## src/rtl/pipeline_ctrl_pkg.sv

```systemverilog
// Shared encodings and widths for the pipeline hazard control logic.
package pipeline_ctrl_pkg;

    typedef enum logic [1:0] {
        ST_RUN      = 2'd0,
        ST_LU_STALL = 2'd1,
        ST_MEM_WAIT = 2'd2
    } state_e;

    localparam logic [4:0] REG_ZERO = 5'd0;
    localparam int         LU_CNT_W = 2;

    typedef logic [LU_CNT_W-1:0] lu_cnt_t;

endpackage

```

## src/rtl/hazard_perf_cnt.sv

```systemverilog
// Stall-cycle and flush-event performance counters, both wrapping modulo 2^32.
module hazard_perf_cnt (
    input  logic        i_clk,
    input  logic        i_rst_n,
    input  logic        i_pc_stall,
    input  logic        i_if_id_flush,
    output logic [31:0] o_stall_cycles,
    output logic [31:0] o_flush_count
);

    logic [31:0] r_stall_cycles;
    logic [31:0] r_flush_count;

    // The reset-time flush is never counted: the async reset holds both at zero.
    always_ff @(posedge i_clk or negedge i_rst_n) begin
        if (!i_rst_n) begin
            r_stall_cycles <= '0;
            r_flush_count  <= '0;
        end else begin
            if (i_pc_stall)    r_stall_cycles <= r_stall_cycles + 32'd1;
            if (i_if_id_flush) r_flush_count  <= r_flush_count + 32'd1;
        end
    end

    assign o_stall_cycles = r_stall_cycles;
    assign o_flush_count  = r_flush_count;

endmodule

```

## src/rtl/hazard_ctrl_unit.sv

```systemverilog
// Load-use / taken-branch / data-memory-wait hazard controller for the 5-stage core.
// Optional counters are built only when HAZARD_PERF_CNT_EN is defined.
module hazard_ctrl_unit
    import pipeline_ctrl_pkg::*;
#(
    parameter int LU_CYCLES = 1
) (
    input  logic        clk,
    input  logic        reset,
    input  logic [4:0]  id_rs,
    input  logic [4:0]  id_rt,
    input  logic        id_uses_rs,
    input  logic        id_uses_rt,
    input  logic        ex_mem_read,
    input  logic [4:0]  ex_rt,
    input  logic        ex_branch_taken,
    input  logic        dmem_busy,
    output logic        pc_stall,
    output logic        if_id_stall,
    output logic        if_id_flush,
    output logic        id_ex_flush,
    output logic        ex_stall,
    output logic [1:0]  state_o,
    output logic [31:0] stall_cycles,
    output logic [31:0] flush_count
);

    localparam lu_cnt_t LU_INIT = lu_cnt_t'(LU_CYCLES - 1);

    state_e  r_state, r_ret_state;
    lu_cnt_t r_lu_cnt;
    state_e  w_next_state, w_next_ret;
    lu_cnt_t w_next_cnt;
    state_e  w_eff;
    logic    w_hazard;

    assign w_hazard = ex_mem_read && (ex_rt != REG_ZERO) &&
                      ((id_uses_rs && (id_rs == ex_rt)) ||
                       (id_uses_rt && (id_rt == ex_rt)));

    // A memory wait is transparent: decisions resume from the state it interrupted.
    assign w_eff = (r_state == ST_MEM_WAIT) ? r_ret_state : r_state;

    always_ff @(posedge clk or negedge reset) begin
        if (!reset) begin
            r_state     <= ST_RUN;
            r_ret_state <= ST_RUN;
            r_lu_cnt    <= '0;
        end else begin
            r_state     <= w_next_state;
            r_ret_state <= w_next_ret;
            r_lu_cnt    <= w_next_cnt;
        end
    end

    always_comb begin
        pc_stall     = 1'b0;
        if_id_stall  = 1'b0;
        if_id_flush  = 1'b0;
        id_ex_flush  = 1'b0;
        ex_stall     = 1'b0;
        w_next_state = r_state;
        w_next_ret   = r_ret_state;
        w_next_cnt   = r_lu_cnt;

        if (dmem_busy) begin
            pc_stall     = 1'b1;
            if_id_stall  = 1'b1;
            ex_stall     = 1'b1;
            w_next_state = ST_MEM_WAIT;
            w_next_ret   = (w_eff == ST_LU_STALL) ? ST_LU_STALL : ST_RUN;
        end else begin
            case (w_eff)
                ST_RUN: begin
                    w_next_state = ST_RUN;
                    if (ex_branch_taken) begin
                        if_id_flush = 1'b1;
                        id_ex_flush = 1'b1;
                    end else if (w_hazard) begin
                        pc_stall    = 1'b1;
                        if_id_stall = 1'b1;
                        id_ex_flush = 1'b1;
                        if (LU_CYCLES > 1) begin
                            w_next_state = ST_LU_STALL;
                            w_next_cnt   = LU_INIT;
                        end
                    end
                end
                ST_LU_STALL: begin
                    if (ex_branch_taken) begin
                        if_id_flush  = 1'b1;
                        id_ex_flush  = 1'b1;
                        w_next_state = ST_RUN;
                        w_next_cnt   = '0;
                    end else begin
                        pc_stall     = 1'b1;
                        if_id_stall  = 1'b1;
                        id_ex_flush  = 1'b1;
                        w_next_cnt   = r_lu_cnt - lu_cnt_t'(1);
                        w_next_state = (r_lu_cnt == lu_cnt_t'(1)) ? ST_RUN : ST_LU_STALL;
                    end
                end
                default: begin
                    w_next_state = ST_RUN;
                    w_next_ret   = ST_RUN;
                    w_next_cnt   = '0;
                end
            endcase
        end

        // While reset is held both pipeline registers are bubbled and nothing stalls.
        if (!reset) begin
            pc_stall    = 1'b0;
            if_id_stall = 1'b0;
            ex_stall    = 1'b0;
            if_id_flush = 1'b1;
            id_ex_flush = 1'b1;
        end
    end

    assign state_o = r_state;

`ifdef HAZARD_PERF_CNT_EN
    hazard_perf_cnt u_perf_cnt (
        .i_clk          (clk),
        .i_rst_n        (reset),
        .i_pc_stall     (pc_stall),
        .i_if_id_flush  (if_id_flush),
        .o_stall_cycles (stall_cycles),
        .o_flush_count  (flush_count)
    );
`else
    assign stall_cycles = '0;
    assign flush_count  = '0;
`endif

endmodule

```

## config.mk

```make
export PLATFORM = sky130hd
export DESIGN_NAME = hazard_ctrl_unit
export DESIGN_NICKNAME = d
export VERILOG_FILES = /design/src/rtl/pipeline_ctrl_pkg.sv /design/src/rtl/hazard_perf_cnt.sv /design/src/rtl/hazard_ctrl_unit.sv
export SDC_FILE = /design/constraint.sdc
export NUM_CORES = 1
export LEC_CHECK = 0
export CORE_MARGIN = 1.5
export CORE_UTILIZATION = 30
export CTS_BUF_LIST = sky130_fd_sc_hd__clkbuf_8
export CTS_CLUSTER_SIZE = 10
export DETAILED_ROUTE_END_ITERATION = 6
export PLACE_DENSITY = 0.85
export RECOVER_POWER = 25
export REMOVE_ABC_BUFFERS = 1
export SETUP_SLACK_MARGIN = 0.1
export SLEW_MARGIN = 30
export SYNTH_ARGS = -nofsm -noshare
export SYNTH_HDL_FRONTEND = slang
export SYNTH_SLANG_ARGS = --single-unit
```

## constraint.sdc

```tcl
create_clock -name clk -period 2.25 [get_ports clk]
set_input_delay 0.45 -clock clk [delete_from_list [all_inputs] [get_ports clk]]
set_output_delay 0.45 -clock clk [all_outputs]
set_load 0.005 [all_outputs]
```

# Word level (Yosys, flattened, before mapping)
# Cells that the tools add are included.
[op_classes]
n_eq_ne = 6
n_reduce_logical = 9
bitwise_logic = 2
addsub = 1
n_mux = 26
[op_table]
columns = ["cell", "count"]
rows = [
  ["1-bit 2-to-1 mux", 18],
  ["5-bit equality test", 2],
  ["2-bit 2-to-1 mux", 5],
  ["5-bit nonzero test", 1],
  ["2-bit by 1-bit equality test with 1-bit output, second input constant", 2],
  ["1-bit logical AND", 4],
  ["1-bit one-hot mux with 2 select lines", 2],
  ["2-bit one-hot mux with 2 select lines", 1],
  ["2-bit equality test, second input constant", 1],
  ["2-bit logical NOT", 1],
  ["2-bit by 1-bit inequality test with 1-bit output, second input constant", 1],
  ["1-bit NOT", 2],
  ["2-bit AND reduction", 1],
  ["2-bit OR reduction", 1],
  ["2-bit by 1-bit subtractor with 2-bit output, second input constant", 1],
  ["1-bit logical OR", 1],
]
[word_totals]
out_inout_bits = 71
reg_bits = 6
input_bits = 22
word_cells = 47

# Depth between registers and ports, before layout
# Gate-level depths: netlist of the first run.
[depth]
ltp_word = 9
depth_mapped = 5
ltp_nobuf = 4

# Least setup slack after synthesis of the first run
# OpenSTA, ideal clock, no wires.
[synth_path]
kind = "input-to-output"
from = "in ex_rt[1]"
to = "out pc_stall"
stages = 5
arrival_ps = 1434
path_buffers = 1
path_slack_ps = 366
path_cell_list = "or4_1 o21a_1 nand3_2 o21ai_1 buf_4"
[synth_between]
elab_chain_cells = 9
word_cells_on_any_way = 13
[synth_rtl]
columns = ["element", "line", "text"]
rows = [
  ["start, declared", "hazard_ctrl_unit.sv:15", "input logic [4:0] ex_rt,"],
  ["5-bit equality test (on tied branches)", "hazard_ctrl_unit.sv:38, hazard_ctrl_unit.sv:39", ""],
  ["1-bit logical AND (on tied branches)", "hazard_ctrl_unit.sv:38, hazard_ctrl_unit.sv:39", ""],
  ["1-bit logical OR", "hazard_ctrl_unit.sv:38", "((id_uses_rs && (id_rs == ex_rt)) ||"],
  ["1-bit logical AND (*)", "hazard_ctrl_unit.sv:37", "assign w_hazard = ex_mem_read && (ex_rt != REG_ZERO) &&"],
  ["1-bit 2-to-1 mux (*) (2 in series)", "n/a", ""],
  ["1-bit one-hot mux with 2 select lines (*)", "n/a", ""],
  ["1-bit 2-to-1 mux (*) (2 in series)", "n/a", ""],
  ["end, declared", "hazard_ctrl_unit.sv:18", "output logic pc_stall,"],
]
# Every way passes the cells marked *; elsewhere a longest branch is shown, timed or not.

# Final worst setup path of the first run
[layout_path]
from = "in id_rt[1]"
to = "out pc_stall"
[layout_between]
elab_chain_cells = 9
[layout_rtl]
columns = ["element", "line", "text"]
rows = [
  ["start, declared", "hazard_ctrl_unit.sv:11", "input logic [4:0] id_rt,"],
  ["5-bit equality test", "hazard_ctrl_unit.sv:39", "(id_uses_rt && (id_rt == ex_rt)));"],
  ["1-bit logical AND", "hazard_ctrl_unit.sv:39", ""],
  ["1-bit logical OR", "hazard_ctrl_unit.sv:38", ""],
  ["1-bit logical AND", "hazard_ctrl_unit.sv:37", ""],
  ["1-bit 2-to-1 mux", "hazard_ctrl_unit.sv:79", "end else if (w_hazard) begin"],
  ["1-bit 2-to-1 mux", "hazard_ctrl_unit.sv:76", "if (ex_branch_taken) begin"],
  ["1-bit one-hot mux with 2 select lines", "hazard_ctrl_unit.sv:73", "case (w_eff)"],
  ["1-bit 2-to-1 mux", "hazard_ctrl_unit.sv:66", "if (dmem_busy) begin"],
  ["1-bit 2-to-1 mux", "hazard_ctrl_unit.sv:112", "if (!reset) begin"],
]
# No other way between the ends.

==> results by group, run 1 <==
Yosys
  – Mapped Avg Cell Area: 7.98 um2
  – Mapped cell area: 893 um2
  – Leading register cell type out of synthesis: sky130_fd_sc_hd__dfrtp_1
  – Synth top area share: 54.6%
  – EDFF count, synth: 0
  – Leading cell types by total area after synthesis: sky130_fd_sc_hd__buf_4, sky130_fd_sc_hd__dfrtp_1, sky130_fd_sc_hd__xor2_1
  – Sequential share of the synthesized area: 14.0%
  – Warning count from the yosys run: 0
  – Most numerous cell types in the synthesized netlist: sky130_fd_sc_hd__buf_4, sky130_fd_sc_hd__xor2_1, sky130_fd_sc_hd__dfrtp_1
  – Instance count of the mapped netlist: 112
  – Cell type contributing the most total cell area after synthesis: sky130_fd_sc_hd__buf_4
  – Most common cell in the synthesized netlist: sky130_fd_sc_hd__buf_4
  – Yosys reg bits: 5
  – Post-synthesis cell type count: 23
  – Async S/R FF share, synth: 100%

STA
  – Setup violation total in the final timing report: 0
  – Time the final worst path needs with I/O delays and setup: 2.09 ns
  – RSZ-0062 raised after global routing: no
  – Max Clock Freq: 478 MHz
  – Final setup TNS: 0 ns
  – Number of hold violations in the final report: 0
  – Final slew viol count: 0
  – Post-route fraction of the period consumed by the critical path: 93.1%
  – Clk_skew: 0.00409 ns

Clock tree
  – Post-CTS Hold Fix Bufs: 0
  – CTS Buffer Depth: 2
  – Level count of the clock H-tree: 1
  – Clock-pin slew on the worst setup and hold paths: 0.04 ns
  – CTS Root Buffer Type: sky130_fd_sc_hd__clkbuf_8
  – CTS Buf Count: 3
  – CTS tree: done
  – Clock Sinks: 5
  – Clk Latency, worst-skew pair: 0.22 ns

Cells and area
  – N_diodes: 0
  – Fraction of layout cells with a size suffix above 1: 20.4%
  – Cell Count, Final, Fillers Out: 183
  – Count of nets after finishing: 176
  – Layout overhead on the synthesized area: 18.3%
  – Fill count: 304

Setup path
  – Critical path buffer and inverter count: 3
  – Gate family responsible for the most delay along the worst path: buffers and inverters
  – Worst path arrival time: 1.64 ns
  – Critical-path maximum fanout: 2
  – Setup crit end kind: output pin
  – Critical-path top delay cell: sky130_fd_sc_hd__nor4_2
  – Start-to-end type of the worst setup path: primary input to output pin
  – Maximum cell stage delay along the critical path: 0.31 ns
  – CP Launch Type: primary input
  – Crit path cell chain: dlygate4sd2_1 > xor2_1 > nor4_2 > a32oi_2 > buf_4 > o21ai_2 > buf_2
  – Req. time, crit path: 1.80 ns

GRT
  – Initial antenna violation count: 0
  – Met2 track demand over resource in global routing: 13.3%
  – Maximum number of pins on one net before global-route repair: 8
  – Grt ovf: 0
  – Number of global-route vias before repair: 499
  – Global-route wire length before repair: 1930 um
  – Most Crowded Layer GR: met2
  – GR Util met3: 2.95%
  – Global Route met1 Usage: 7.45%
  – Overall fraction of global-route tracks in use: 7.50%

Power
  – Lkg Pwr: 0.591 nW
  – Final Total Pwr: 0.000387 W
  – Pwr/cell area: 366 mW/mm2
  – Worst supply voltage drop on vdd: 0.279 mV

Placed design
  – Global placer's final weighted congestion: 0.726
  – Number of placed instances, taps included: 177
  – Port Buf Inserts: 28
  – Detail Placement HPWL: 1280 um

Drt
  – Total via count in the routed design: 659
  – TritonRoute pass-1 iters: 4
  – Via/cell ratio: 3.60
  – Final routed wirelength across all metal layers: 1500 um
  – Drt initial violations: 21
  – WL/cell: 8.22 um
  – Antenna-violating nets left: 0
  – Drc violations: 0

Floorplanning
  – Starting density of the core: 32.1%
  – Overall die area: 0.00331 mm2
  – Area of the core: 0.00278 mm2
  – Die height: 57.6 um
  – # IOs: 93
  – Die X: 57.6 um
  – Count of standard-cell rows: 19

Job
  – Maximum Capacitance Violations: 0

Worst hold path
  – Worst min-delay path class: primary input to async pin

Status
  – Result of the run: finished, final reports clean
## cell usage in the layout, fill, tap and decap left out
| master | synthesis | layout |
|---|---|---|
| sky130_fd_sc_hd__o21ai_2 | 0 | 2 |
| sky130_fd_sc_hd__a21o_1 | 1 | 1 |
| sky130_fd_sc_hd__ha_1 | 1 | 1 |
| sky130_fd_sc_hd__inv_1 | 1 | 2 |
| sky130_fd_sc_hd__dfrtp_1 | 5 | 5 |
| sky130_fd_sc_hd__and2_2 | 2 | 2 |
| sky130_fd_sc_hd__dlygate4sd2_1 | 0 | 7 |
| sky130_fd_sc_hd__or4_1 | 1 | 1 |
| sky130_fd_sc_hd__a21oi_1 | 4 | 3 |
| sky130_fd_sc_hd__nor4_2 | 0 | 2 |
| sky130_fd_sc_hd__buf_2 | 0 | 4 |
| sky130_fd_sc_hd__a21bo_2 | 1 | 1 |
| sky130_fd_sc_hd__nor2_1 | 2 | 2 |
| sky130_fd_sc_hd__xnor2_1 | 2 | 2 |
| sky130_fd_sc_hd__o21a_1 | 1 | 1 |
| sky130_fd_sc_hd__a21oi_2 | 0 | 1 |
| sky130_fd_sc_hd__nand3_1 | 1 | 1 |
| sky130_fd_sc_hd__clkbuf_8 | 0 | 3 |
| sky130_fd_sc_hd__a32oi_2 | 0 | 1 |
| sky130_fd_sc_hd__nand2_1 | 4 | 4 |
| sky130_fd_sc_hd__o21ai_0 | 4 | 4 |
| sky130_fd_sc_hd__xor2_1 | 8 | 8 |
| sky130_fd_sc_hd__mux2i_1 | 1 | 1 |
| sky130_fd_sc_hd__clkdlybuf4s15_1 | 0 | 2 |
| sky130_fd_sc_hd__a31oi_1 | 1 | 1 |
| sky130_fd_sc_hd__dlymetal6s2s_1 | 0 | 1 |
| sky130_fd_sc_hd__conb_1 | 1 | 64 |
| sky130_fd_sc_hd__buf_4 | 65 | 9 |
| sky130_fd_sc_hd__clkdlybuf4s50_1 | 0 | 9 |
| sky130_fd_sc_hd__clkbuf_2 | 0 | 5 |
| sky130_fd_sc_hd__nand3_2 | 1 | 1 |
| sky130_fd_sc_hd__clkbuf_1 | 0 | 1 |
## path summary, 6_finish.rpt
kind                       slack [ns]  cells after the start     endpoint         from
hold reg to reg                  0.52                      1  r_lu_cnt[0]  r_lu_cnt[0]
min in group clk                 0.52                      1  r_lu_cnt[0]  r_lu_cnt[0]
setup reg to reg                 0.98                      4  r_lu_cnt[0]   state_o[0]
hold / removal                   0.36                      2   state_o[1]        reset
setup / recovery                 0.16                      7     pc_stall     id_rt[1]
max in group asynchronous        1.67                      2  r_lu_cnt[1]        reset
## sequential cells by signal, indices dropped and copies added (netlist names)
register,cells
r_lu_cnt,2
state_o,2
r_ret_state,1
## per-layer routing
metal | part of all wire [%] | vias up
li1 | - | 315
met1 | 31 | 291
met2 | 56 | 49
met3 | 12 | 4
met4 | 1.2 | 0
met5 | 0 | -
## report_power, final
part           total [W]  switching (W)  internal [W]
combinational   0.000125      0.0000664     0.0000584
sequential      0.000100     0.00000404     0.0000961
clock           0.000162      0.0000450      0.000117
total           0.000387       0.000115      0.000272
## cell type report
class                   count  area [um2]  share of cell area [%]
clock buffers               3        41.3                    3.91
clock inverters             1        3.75                   0.355
inverters                   1        3.75                   0.355
repair buffers             38         300                    28.4
flip-flops and latches      5         125                    11.8
multi-input cells         104         544                    51.5
well taps                  31        38.8                    3.67
## through the flow
stage	cell area, um2	hold WS [ns]	utilization, %	worst slack, ns
final	1060	0.364	38.0	0.156
after global routing	1060	0.411	38.0	0.0871
after CTS	1060	0.323	38.1	0.0977
after detailed placement	1020	0.499	36.7	-0.487
after global placement	1020	0.488	36.7	-0.465
after floorplan	642	0.154	-	0.499
## cells by family (layout without fill, tap and decap cells)
| logic type | Yosys count | count (layout) | share of synthesized area [%] |
|---|---|---|---|
| mux | 1 | 1 | 1.12 |
| simple gates | 13 | 13 | 8.12 |
| compound gates | 15 | 15 | 10.1 |
| flops | 5 | 5 | 14.0 |
| xor+xnor | 10 | 10 | 9.80 |
| buf+inv | 66 | 43 | 55.0 |
| other cells | 1 | 64 | 0.420 |
| fa+ha+maj | 1 | 1 | 1.40 |
## timing repair
| item | 4_1_cts | 5_1_grt |
|---|---|---|
| resized for setup | 32 | 17 |
| endpoints found under the setup margin | 5 | 3 |
| pin swaps | 4 | 10 |
| setup buffers | 2 | 0 |
Note: power is estimated with default switching activity, not from simulation.
==> run 2: changes to the inputs <==
--- a/config.mk
+++ b/config.mk
@@ -5,6 +5,7 @@
 export SDC_FILE = /design/constraint.sdc
 export NUM_CORES = 1
 export LEC_CHECK = 0
+export CAP_MARGIN = 20
 export CORE_MARGIN = 1.5
 export CORE_UTILIZATION = 30
 export CTS_BUF_LIST = sky130_fd_sc_hd__clkbuf_8
==> results of run 2 <==
No change in the layout: final DEF, timing and power equal those of run 1.
==> run 3: changes to the inputs <==
--- a/config.mk
+++ b/config.mk
@@ -12,8 +12,7 @@
 export CTS_CLUSTER_SIZE = 10
 export DETAILED_ROUTE_END_ITERATION = 6
 export PLACE_DENSITY = 0.85
-export RECOVER_POWER = 25
-export REMOVE_ABC_BUFFERS = 1
+export RECOVER_POWER = 100
 export SETUP_SLACK_MARGIN = 0.1
 export SLEW_MARGIN = 30
 export SYNTH_ARGS = -nofsm -noshare
==> results by group, run 3 (synthesis results as in run 1) <==
Setup path
  – Critical path buffer and inverter count: 3 (unchanged)
  – R2r startpoint: state_o[0] (unchanged)
  – Start-to-end type of the worst setup path: primary input to output pin (unchanged)
  – R2R setup slack: 1.01 ns (was 0.98 ns)
  – Endpoint of the worst-slack reg-to-reg timing path: r_lu_cnt[0] (unchanged)
  – Worst path arrival time: 1.63 ns (was 1.64 ns)
  – Gate family responsible for the most delay along the worst path: buffers and inverters (unchanged)
  – Req. time, crit path: 1.80 ns (about the same)
  – CP Launch Type: primary input (unchanged)
  – Critical-path top delay cell: sky130_fd_sc_hd__clkdlybuf4s50_1 (was sky130_fd_sc_hd__nor4_2)
  – Crit path cell chain: dlygate4sd2_1 > a21oi_1 > a21bo_2 > buf_4 > clkdlybuf4s50_1 (was dlygate4sd2_1 > xor2_1 > nor4_2 > a32oi_2 > buf_4 > o21ai_2 > buf_2)
  – Maximum cell stage delay along the critical path: 0.50 ns (was 0.31 ns)
  – Setup crit end kind: output pin (unchanged)
  – Cell depth of the worst flop-to-flop path: 4 (unchanged)
  – Critical-path maximum fanout: 3 (was 2)

Power
  – Lkg Pwr: 0.595 nW (was 0.591 nW)
  – Proportion of total power due to net switching: 30.0% (was 29.8%)
  – Switching power summed over all nets: 0.000116 W (was 0.000115 W)
  – Share of power burned in the clock network: 41.3% (was 41.9%)
  – Part of the total power dissipated in sequential elements: 25.9% (about the same)
  – Portion of total power attributed to combinational logic: 32.9% (was 32.3%)
  – Internal power contribution: 0.000271 W (was 0.000272 W)
  – Pwr/cell area: 366 mW/mm2 (about the same)
  – Worst supply voltage drop on vdd: 0.275 mV (was 0.279 mV)

GRT
  – Number of global-route vias before repair: 588 (was 499)
  – Grt ovf: 0 (unchanged)
  – Maximum number of pins on one net before global-route repair: 8 (unchanged)
  – Overall fraction of global-route tracks in use: 9.56% (was 7.50%)
  – Initial antenna violation count: 0 (unchanged)
  – Global-route wire length before repair: 2420 um (was 1930 um)

Floorplanning
  – Count of standard-cell rows: 19 (unchanged)
  – Starting density of the core: 32.1% (unchanged)
  – Area of the core: 0.00278 mm2 (unchanged)
  – Die height: 57.6 um (unchanged)
  – # IOs: 93 (unchanged)
  – Overall die area: 0.00331 mm2 (unchanged)
  – Die X: 57.6 um (unchanged)

Placed design
  – Global placer's final weighted congestion: 0.800 (was 0.726)
  – Detail Placement HPWL: 1400 um (was 1280 um)
  – Setup slack after placement: -0.528 ns (was -0.487 ns)
  – Port Buf Inserts: 28 (unchanged)
  – Cell area reported after detailed placement: 0.00102 mm2 (unchanged)

Drt
  – Antenna-violating nets left: 0 (unchanged)
  – Via/cell ratio: 3.61 (was 3.60)
  – WL/cell: 8.98 um (was 8.22 um)
  – Total via count in the routed design: 657 (was 659)
  – Drc violations: 0 (unchanged)
  – TritonRoute pass-1 iters: 4 (unchanged)
  – Final routed wirelength across all metal layers: 1630 um (was 1500 um)
  – Drt initial violations: 8 (was 21)

Cells and area
  – Layout overhead on the synthesized area: 18.3% (unchanged)
  – Fraction of layout cells with a size suffix above 1: 23.2% (was 20.4%)
  – Most common cell after layout, fill and taps aside: sky130_fd_sc_hd__conb_1 (unchanged)
  – Fill count: 317 (was 304)
  – Most used cells in the layout excluding fill and tap cells: sky130_fd_sc_hd__conb_1, sky130_fd_sc_hd__buf_2, sky130_fd_sc_hd__clkbuf_2, sky130_fd_sc_hd__buf_4 (was sky130_fd_sc_hd__conb_1, sky130_fd_sc_hd__clkdlybuf4s50_1, sky130_fd_sc_hd__buf_4, sky130_fd_sc_hd__xor2_1, sky130_fd_sc_hd__dlygate4sd2_1)
  – N_diodes: 0 (unchanged)
  – Count of nets after finishing: 175 (was 176)
  – Final Instance Area: 0.00106 mm2 (unchanged)

Clock tree
  – CTS Buffer Depth: 2 (unchanged)
  – Clk Latency, worst-skew pair: 0.22 ns (about the same)
  – CTS tree: done (unchanged)
  – Clock Sinks: 5 (unchanged)
  – CTS Root Buffer Type: sky130_fd_sc_hd__clkbuf_8 (unchanged)
  – CTS Buf Count: 3 (unchanged)
  – Level count of the clock H-tree: 1 (unchanged)
  – Clock-pin slew on the worst setup and hold paths: 0.03 ns (was 0.04 ns)

STA
  – Setup violation total in the final timing report: 0 (unchanged)
  – Time the final worst path needs with I/O delays and setup: 2.08 ns (was 2.09 ns)
  – Final worst slack: 0.169 ns (was 0.156 ns)
  – Worst-case hold slack: 0.355 ns (was 0.364 ns)
  – Final slew viol count: 0 (unchanged)
  – Max Clock Freq: 480 MHz (was 478 MHz)
  – Clk_skew: 0.000284 ns (was 0.00409 ns)
  – Number of hold violations in the final report: 0 (unchanged)
  – Final setup TNS: 0 ns (unchanged)
  – RSZ-0062 raised after global routing: no (unchanged)
  – Post-route fraction of the period consumed by the critical path: 92.5% (was 93.1%)

Worst hold path
  – Worst min-delay path class: primary input to async pin (unchanged)

Status
  – Result of the run: finished, final reports clean (unchanged)

Job
  – Maximum Capacitance Violations: 0 (unchanged)
run 3: cell count changes in the layout (fill, tap and decap cells not counted), moves of 2 or more:
cell,delta
sky130_fd_sc_hd__buf_4,-3
sky130_fd_sc_hd__buf_2,+2
sky130_fd_sc_hd__dlygate4sd2_1,-2
sky130_fd_sc_hd__dlygate4sd3_1,+3
sky130_fd_sc_hd__clkdlybuf4s50_1,-4
sky130_fd_sc_hd__xor2_1,-3
sky130_fd_sc_hd__xor2_2,+3
run 3: area by class of cell:
| type | instances | area (um2) | area share, % |
|---|---|---|---|
| Clock inverter | 1 | 3.75 | 0.355 |
| Tap cell | 31 | 38.8 | 3.67 |
| Timing Repair Buffer | 37 | 278 | 26.3 |
| Inverter | 1 | 3.75 | 0.355 |
| Clock buffer | 3 | 41.3 | 3.91 |
| Multi-Input combinational cell | 104 | 567 | 53.6 |
| Sequential cell | 5 | 125 | 11.8 |
run 3: timing repair:
action / 4_1_cts / 5_1_grt
buffers inserted: 1 / 0
setup endpoints to repair: 5 / 4
gates resized for setup: 42 / 20
hold buffers: 0 / 0
pin swaps: 8 / 8
run 3: worst max path at each step:
stage,startpoint,to,slack (ns),cells past startpoint
2_1_floorplan,ex_rt[1],pc_stall,0.37,5
3_3_place_gp,ex_rt[3],pc_stall,-0.52,6
3_5_place_dp,ex_rt[3],if_id_stall,-0.53,6
4_1_cts,ex_rt[1],if_id_stall,0.08,7
5_1_grt,state_o[0],if_id_flush,0.09,4
6_report,dmem_busy,if_id_flush,0.17,5
run 3: power by group through the flow:
stage	logic [W]	clock network (W)	registers, W
detailed placement	0.000132	0	0.000101
CTS	0.000126	0.000167	0.000100
global placement	0.000130	0	0.000101
floorplan	0.000138	0	0.000100
finish	0.000127	0.000160	0.000100
global route	0.000143	0.000176	0.000101
run 3: worst reg2reg max path, cell delays in order (launching register included):
cell,delay [ns]
sky130_fd_sc_hd__dfrtp_1,0.42
sky130_fd_sc_hd__a21oi_1,0.31
sky130_fd_sc_hd__clkbuf_4,0.21
sky130_fd_sc_hd__nand2_1,0.06
sky130_fd_sc_hd__o21ai_0,0.16
run 3: layer usage:
layer	up-vias	part of all wire, %	wire (um)	GRT usage, %
met5	-	0	0	0
met4	0	1.1	18	4.98
met2	55	56	919	17.9
met3	2	17	277	4.54
met1	290	26	418	8.29
li1	310	-	-	-
run 3: stage by stage:
step	std cells	util (%)	power (W)
detailed placement	177	36.7	0.000233
global placement	177	36.7	0.000231
floorplan	175	-	0.000238
global route	182	38.0	0.000419
finish	182	38.0	0.000387
CTS	182	38.6	0.000393
